**src/rtl/tetris_key_pkg.sv**
```systemverilog
// Shared constants and channel state encoding for the pushbutton front end.
package tetris_key_pkg;

  localparam int KEY_LEFT  = 0;
  localparam int KEY_RIGHT = 1;
  localparam int KEY_ROT   = 2;
  localparam int KEY_DROP  = 3;

  localparam int CLK_HZ = 50_000_000;

  typedef enum logic [1:0] {
    ST_RELEASED     = 2'd0,
    ST_PRESS_WAIT   = 2'd1,
    ST_PRESSED      = 2'd2,
    ST_RELEASE_WAIT = 2'd3
  } key_state_e;

  // The debounced level is high while the key is accepted as down, including its release window.
  function automatic logic state_is_down(input key_state_e st);
    return (st == ST_PRESSED) || (st == ST_RELEASE_WAIT);
  endfunction

endpackage

```
**src/rtl/key_debounce_if.sv**
```systemverilog
// Key bundle between the raw buttons and the debounced consumers.
// KEY_PRESS_PULSE_EN adds the one-cycle press strobe.
interface key_debounce_if #(
  parameter int NUM_KEYS = 4
);
  import tetris_key_pkg::*;

  logic [NUM_KEYS-1:0] key_raw_n;
  logic [NUM_KEYS-1:0] key_level;
`ifdef KEY_PRESS_PULSE_EN
  logic [NUM_KEYS-1:0] key_press;

  modport master (output key_raw_n, input key_level, input key_press);
  modport slave  (input key_raw_n, output key_level, output key_press);
`else
  modport master (output key_raw_n, input key_level);
  modport slave  (input key_raw_n, output key_level);
`endif

endinterface

```
**src/rtl/key_debounce_ch.sv**
```systemverilog
// One key channel: synchroniser, debounce FSM with stability counter, registered level.
// KEY_PRESS_PULSE_EN adds a press strobe aligned with the level rise.
module key_debounce_ch
  import tetris_key_pkg::*;
#(
  parameter int DEBOUNCE_CYCLES = 1000000,
  parameter int SYNC_STAGES     = 2
) (
  input  logic clk,
  input  logic RST,
  input  logic key_raw_n_i,
`ifdef KEY_PRESS_PULSE_EN
  output logic key_press_o,
`endif
  output logic key_level_o
);

  localparam int              CNT_W    = $clog2(DEBOUNCE_CYCLES + 1);
  localparam logic [CNT_W-1:0] CNT_LAST = CNT_W'(DEBOUNCE_CYCLES - 1);
  localparam logic [CNT_W-1:0] CNT_ONE  = CNT_W'(1);

  logic [SYNC_STAGES-1:0] sync_q;
  logic                   s_pressed;
  key_state_e             state_q, state_d;
  logic [CNT_W-1:0]       cnt_q, cnt_d;
  logic                   level_q, level_d;

  always_ff @(posedge clk or negedge RST) begin
    if (!RST) begin
      sync_q <= {SYNC_STAGES{1'b1}};
    end else begin
      sync_q <= {sync_q[SYNC_STAGES-2:0], key_raw_n_i};
    end
  end

  assign s_pressed = ~sync_q[SYNC_STAGES-1];

  // Any opposite sample in a wait state drops back and clears the count.
  always_comb begin
    state_d = state_q;
    cnt_d   = cnt_q;
    case (state_q)
      ST_RELEASED: begin
        if (s_pressed) begin
          state_d = ST_PRESS_WAIT;
          cnt_d   = '0;
        end else begin
          state_d = ST_RELEASED;
        end
      end
      ST_PRESS_WAIT: begin
        if (!s_pressed) begin
          state_d = ST_RELEASED;
          cnt_d   = '0;
        end else if (cnt_q == CNT_LAST) begin
          state_d = ST_PRESSED;
          cnt_d   = '0;
        end else begin
          cnt_d = cnt_q + CNT_ONE;
        end
      end
      ST_PRESSED: begin
        if (!s_pressed) begin
          state_d = ST_RELEASE_WAIT;
          cnt_d   = '0;
        end else begin
          state_d = ST_PRESSED;
        end
      end
      ST_RELEASE_WAIT: begin
        if (s_pressed) begin
          state_d = ST_PRESSED;
          cnt_d   = '0;
        end else if (cnt_q == CNT_LAST) begin
          state_d = ST_RELEASED;
          cnt_d   = '0;
        end else begin
          cnt_d = cnt_q + CNT_ONE;
        end
      end
      default: begin
        state_d = ST_RELEASED;
        cnt_d   = '0;
      end
    endcase
    level_d = state_is_down(state_d);
  end

  always_ff @(posedge clk or negedge RST) begin
    if (!RST) begin
      state_q <= ST_RELEASED;
      cnt_q   <= '0;
      level_q <= 1'b0;
    end else begin
      state_q <= state_d;
      cnt_q   <= cnt_d;
      level_q <= level_d;
    end
  end

  assign key_level_o = level_q;

`ifdef KEY_PRESS_PULSE_EN
  logic press_q, press_d;

  assign press_d = (state_q == ST_PRESS_WAIT) && (state_d == ST_PRESSED);

  always_ff @(posedge clk or negedge RST) begin
    if (!RST) begin
      press_q <= 1'b0;
    end else begin
      press_q <= press_d;
    end
  end

  assign key_press_o = press_q;
`endif

endmodule

```
**src/rtl/key_debounce.sv**
```systemverilog
// Pushbutton front end: NUM_KEYS independent debounce channels behind one key interface.
// KEY_PRESS_PULSE_EN enables the per-key press strobe output.
module key_debounce
  import tetris_key_pkg::*;
#(
  parameter int NUM_KEYS        = 4,
  parameter int DEBOUNCE_CYCLES = 1000000,
  parameter int SYNC_STAGES     = 2
) (
  input  logic           clk,
  input  logic           RST,
  key_debounce_if.slave  kif
);

  logic [NUM_KEYS-1:0] level_s;
`ifdef KEY_PRESS_PULSE_EN
  logic [NUM_KEYS-1:0] press_s;
`endif

  for (genvar g = 0; g < NUM_KEYS; g++) begin : g_ch
    key_debounce_ch #(
      .DEBOUNCE_CYCLES (DEBOUNCE_CYCLES),
      .SYNC_STAGES     (SYNC_STAGES)
    ) u_ch (
      .clk         (clk),
      .RST         (RST),
      .key_raw_n_i (kif.key_raw_n[g]),
`ifdef KEY_PRESS_PULSE_EN
      .key_press_o (press_s[g]),
`endif
      .key_level_o (level_s[g])
    );
  end

  assign kif.key_level = level_s;
`ifdef KEY_PRESS_PULSE_EN
  assign kif.key_press = press_s;
`endif

endmodule
```
**src/flat_wrapper.sv**
```systemverilog
// flat-port wrapper written by rule: the top's interface ports become plain ports
module key_debounce_flat import tetris_key_pkg::*;
#(
  parameter int NUM_KEYS        = 4,
  parameter int DEBOUNCE_CYCLES = 1000000,
  parameter int SYNC_STAGES     = 2
)
  (clk, RST, kif_key_raw_n, kif_key_level);
  key_debounce_if #(.NUM_KEYS(NUM_KEYS)) kif_i ();
  input  logic clk;
  input  logic RST;
  input wire logic [$bits(kif_i.key_raw_n)-1:0] kif_key_raw_n;
  output wire logic [$bits(kif_i.key_level)-1:0] kif_key_level;
  assign kif_i.key_raw_n = kif_key_raw_n;
  assign kif_key_level = kif_i.key_level;
  key_debounce #(.NUM_KEYS(NUM_KEYS), .DEBOUNCE_CYCLES(DEBOUNCE_CYCLES), .SYNC_STAGES(SYNC_STAGES)) u_core (.clk(clk), .RST(RST), .kif(kif_i));
endmodule
```
**config.mk**
```make
export PLATFORM = sky130hd
export DESIGN_NAME = key_debounce_flat
export DESIGN_NICKNAME = d
export VERILOG_FILES = /design/src/rtl/tetris_key_pkg.sv /design/src/rtl/key_debounce_if.sv /design/src/rtl/key_debounce_ch.sv /design/src/rtl/key_debounce.sv /design/src/flat_wrapper.sv
export SDC_FILE = /design/constraint.sdc
export NUM_CORES = 1
export LEC_CHECK = 0
export ABC_AREA = 0
export BUFFER_PORTS_ARGS = -buffer_cell sky130_fd_sc_hd__buf_2
export CELL_PAD_IN_SITES_DETAIL_PLACEMENT = 1
export CELL_PAD_IN_SITES_GLOBAL_PLACEMENT = 1
export CORE_ASPECT_RATIO = 0.9
export CORE_MARGIN = 2
export CORE_UTILIZATION = 30
export CTS_BUF_LIST = sky130_fd_sc_hd__clkbuf_2
export DETAILED_ROUTE_END_ITERATION = 6
export PLACE_DENSITY_LB_ADDON = 0.1
export SKIP_CTS_REPAIR_TIMING = 1
export SYNTH_ARGS = -nofsm -noshare
export SYNTH_HDL_FRONTEND = slang
export SYNTH_SLANG_ARGS = --single-unit
export TNS_END_PERCENT = 100
```
**constraint.sdc**
```tcl
create_clock -name clk -period 2.6 [get_ports clk]
set_input_delay 0.39 -clock clk [delete_from_list [all_inputs] [get_ports clk]]
set_output_delay 0.39 -clock clk [all_outputs]
set_load 0.05 [all_outputs]
```
-- Word level (Yosys, flattened, before mapping)
Cells that the tools add are included.
- eq/ne operators: 32
- $add $sub $neg: 4
- multiplexer cells: 52
- reduce and logical (&&, ||, !) cells: 12
- operators by type and width (cell ; number):
    20-bit two-way mux ; 20
    20-bit case mux with 4 select lines ; 4
    20-bit by 1-bit adder with 20-bit output, second input constant ; 4
    20-bit equality test, second input constant ; 4
    2-bit equality test, second input constant ; 16
    2-bit two-way mux ; 16
    2-bit case mux with 4 select lines ; 4
    2-bit != test, second input constant ; 8
    2-bit by 1-bit equality test with 1-bit output, second input constant ; 4
    2-bit logical NOT ; 4
    1-bit two-way mux ; 8
    2-bit AND reduction ; 4
    1-bit logical OR ; 4
- word-level logic and storage cells: 116
- register bits: 100
- input port bits: 6

-- Longest topological paths before layout
- depth after elaboration: 6
- mapped depth: 8

-- Modules after synthesis
From an unflattened synthesis, not the netlist that was laid out.
- cells, all modules: 577
- area, all modules: 5313.8 um2
- by module, submodules not included (module ; times used ; area each (um2) ; sequential area each (um2) ; cells each):
    key_debounce_ch (u_core.g_ch[0].u_ch ...) ; 3 ; 1311.3 ; 628.1 ; 141
    key_debounce_ch (u_core.g_ch[3].u_ch) ; 1 ; 1380.1 ; 628.1 ; 154

-- Worst setup path before layout
Ideal clock, no wire load.
- path kind: reg2reg
- start point: register u_core.g_ch[2].u_ch.cnt_q[0]
- end point: register u_core.g_ch[2].u_ch.cnt_q[10]
- period minus slack after synthesis: 1.920 ns
- setup time: 0.138 ns
- required time: 2.462 ns
- data arrival time: 1.782 ns
- setup slack: 0.680 ns
- stages on the path, launching flop included: 8
- path through: dfrtp_1 ha_1 nand3_1 nor3_1 a31oi_4 buf_6 a41oi_1 a31oi_1
- word-level cells in the longest chain between the ends: 4
- RTL lines (item ; line ; text):
    start, declared ; key_debounce_ch.sv:25 ; logic [CNT_W-1:0] cnt_q, cnt_d;
    start signal, assigned ; key_debounce_ch.sv:96 ; cnt_q <= cnt_d;
    20-bit by 1-bit adder with 20-bit output or 20-bit equality test (tied branches) ; n/a ;
    20-bit two-way mux * ; key_debounce_ch.sv:55, key_debounce_ch.sv:74 ;
    20-bit two-way mux, on equally long branches ; key_debounce_ch.sv:71, key_debounce_ch.sv:52 ;
    20-bit case mux with 4 select lines * ; key_debounce_ch.sv:42 ; case (state_q)
Mark *: on every way between the ends. The rest lies on a longest branch, timed or not.
A chain may end at the register's enable or synchronous reset.

-- Worst setup path after layout
- start point: register u_core.g_ch[2].u_ch.cnt_q[1]
- end point: register u_core.g_ch[2].u_ch.cnt_q[13]
The elaborated chain is that of the path after synthesis.

==> impl_metrics.tcl <==
set metrics [dict create \
    status "finished clean" \
    drt_iter0_drc 196 \
    postRouteAntennaNets 0 \
    hold_viol 0 \
    synth_area_um2 5260 \
    synth_area_leaders "dfrtp_1, a31oi_1, a21oi_1" \
    totalWireLength_mm 13.1 \
    hold_path_class "in -> async" \
    port_buffers 9 \
    grt_pass1_wl_mm 22.6 \
    powerDensity_nw_per_um2 464 \
    gp_congestion 0.753 \
    synth_flop_cell "dfrtp_1" \
    fmaxAchievable_mhz 429 \
    worst_pin_slew_ps 919 \
    io_pins 10 \
    cts_sinks 100 \
    worst_setup_path_end_kind "register" \
    finalMaxSlewViolations 0 \
    design.core.area_um2 17000 \
    first_global_vias 4461 \
    grt_usage 0.152 \
    path_clk_slew_ps 310 \
    setup_viol 0 \
    synth_largest_area_cell "dfrtp_1" \
    synth.avg_cell_area_um2 9.51 \
    start_util 0.309 \
    dpl_worst_slack_ps 312 \
    startpoint_type "register" \
    final.setup_skew_ps 45.5 \
    avgViaCountPerCell 5.33 \
    wire_per_inst_um 16.3 \
    dp.final_hpwl_mm 8.85 \
    antenna_found_initial 1 \
    synth_top_area_frac 0.438 \
    crit_arrival_ps 2870 \
    cts_buffers 9 \
    finalCritPeriodShare 0.897 \
    nets 571 \
    p_leak_nw 2.32 \
    drt_first_pass_iters 4 \
    clk-insertion-delay-late_ps 620 \
    vias 4271 \
    rsz0062_at_grt "false" \
    syn_to_final_growth_pct 8.35 \
    cts_tree "done" \
    synth.distinct_cells 51 \
    syn-num-nets 563 \
    max_slew_margin 0.387 \
    clockBufferDepth 2 \
    cts-root-buf "clkbuf_2" \
    ys_warn_count 0 \
    die_w_um 144 \
    seq_area_frac_synth 0.478 \
    synth_edf_count 0 \
    synth_cells 553 \
    cp_max_fo 37 \
    drv_cap 0 \
    ys_ff_latch 100 \
    grt_max_degree 47 \
    synthArstFlopShare 1.00 \
    dieArea_um2 18600 \
    crit_type "reg -> reg" \
    rows 45 \
    vdd_drop_max_v 0.000174 \
    finalSetupTns_ps 0 \
    timing.final.ws_setup_ps 268 \
    finalCriticalPeriod_ps 2330 \
    die_h_um 130 \
    cp.required_ps 3140 \
    htree_num_levels 3 \
    drive_gt1_frac 0.111 \
    drcViolationCount 0 \
    grt.overflow.total 0 \
]
-- flip-flops by register name (all words and copies together), names as in the netlist --
signal                        cells
u_core.g_ch.u_ch.sync_q           8
u_core.g_ch.u_ch.key_level_o      4
u_core.g_ch.u_ch.cnt_q           80
u_core.g_ch.u_ch.state_q          8
-- synthesized netlist by cell type (3+ instances only) --
| cell type | n |
|---|---|
| and2_1 | 8 |
| buf_6 | 4 |
| nor4_2 | 3 |
| nand2b_1 | 12 |
| mux2_2 | 3 |
| clkbuf_1 | 9 |
| xnor2_1 | 4 |
| a21oi_1 | 48 |
| and3_1 | 8 |
| inv_1 | 11 |
| dfstp_2 | 8 |
| nand4_1 | 18 |
| a22o_1 | 15 |
| and4_1 | 4 |
| or2_2 | 4 |
| buf_2 | 7 |
| a41oi_1 | 9 |
| nand2_1 | 55 |
| mux2i_1 | 13 |
| ha_1 | 4 |
| nor2_1 | 32 |
| nor4_4 | 3 |
| a21o_1 | 10 |
| buf_4 | 4 |
| o21ai_0 | 26 |
| dfrtp_1 | 92 |
| nand3_1 | 46 |
| nor4_1 | 10 |
| nor3_1 | 7 |
| nand3b_1 | 5 |
| a31oi_1 | 43 |
-- layout make-up --
class	count	area, um^2
Antenna cell	1	2.50
Clock buffer	9	45.0
Clock inverter	7	66.3
Fill cell	1983	11300
Inverter	11	41.3
Multi-Input combinational cell	415	2550
Sequential cell	100	2510
Tap cell	235	294
Timing Repair Buffer	24	185
-- cells by family after synthesis --
logic type | count (synthesis) | share of synthesized area
AND/OR/NAND/NOR | 229 | 0.241
AO/OA/AOI/OAI | 161 | 0.195
flip-flops | 100 | 0.478
buffers and inverters | 38 | 0.0378
multiplexers | 16 | 0.0312
XOR/XNOR | 5 | 0.00833
adder cells (fa/ha/maj) | 4 | 0.00952
-- critical path: stages (launching register included) --
cell	delay, ps
dfrtp_1	470
ha_1	230
nand3_1	110
nor3_1	470
a31oi_4	480
a21o_1	290
a22o_1	220
-- power breakdown --
group          switching [W]  internal [W]
Combinational       0.000132     0.0000726
Sequential         0.0000488       0.00160
Clock               0.000573      0.000217
-- worst paths after layout --
path,from,end,slack [ps],cells past startpoint
max,u_core.g_ch[2].u_ch.cnt_q[1]$_DFFE_PN0P_,u_core.g_ch[2].u_ch.cnt_q[13]$_DFFE_PN0P_,270,6
min,RST,u_core.g_ch[3].u_ch.cnt_q[16]$_DFFE_PN0P_,200,2
max reg2reg,u_core.g_ch[2].u_ch.cnt_q[1]$_DFFE_PN0P_,u_core.g_ch[2].u_ch.cnt_q[13]$_DFFE_PN0P_,270,6
min reg2reg,u_core.g_ch[3].u_ch.sync_q[0]$_DFF_PN1_,u_core.g_ch[3].u_ch.sync_q[1]$_DFF_PN1_,340,0
max in group asynchronous,RST,u_core.g_ch[0].u_ch.sync_q[1]$_DFF_PN1_,1620,3
min in group clk,u_core.g_ch[3].u_ch.sync_q[0]$_DFF_PN1_,u_core.g_ch[3].u_ch.sync_q[1]$_DFF_PN1_,340,0
-- routing by layer --
metal,vias up,part of all wire,track usage
met2,27,0.46,0.246
met5,-,0,0
li1,2085,-,-
met3,9,0.018,0.0388
met1,2150,0.51,0.206
met4,0,0.0088,0.0346
-- metrics by stage --
step | power, W | utilization | hold slack, ps | std cells | cell area (um^2)
2_1_floorplan | 0.00179 | - | 94.4 | 553 | 5260
3_3_place_gp | 0.00187 | 0.325 | 350 | 780 | 5530
3_5_place_dp | 0.00188 | 0.325 | 351 | 780 | 5530
4_1_cts | 0.00271 | 0.332 | -389 | 796 | 5650
5_1_grt | 0.00280 | 0.335 | 153 | 802 | 5700
6_report | 0.00264 | 0.335 | 201 | 802 | 5700
-- layout by cell type (no fill, tap or decap), drive strengths merged, types with 13 or more instances in the layout --
| cell type | count |
|---|---|
| dfrtp | 92 |
| nand2 | 55 |
| a21oi | 50 |
| nand3 | 47 |
| a31oi | 44 |
| nor2 | 32 |
| o21ai | 26 |
| buf | 19 |
| nand4 | 18 |
| nor4 | 16 |
| a22o | 15 |
| mux2i | 13 |
Power figures use the tool's default switching activity.
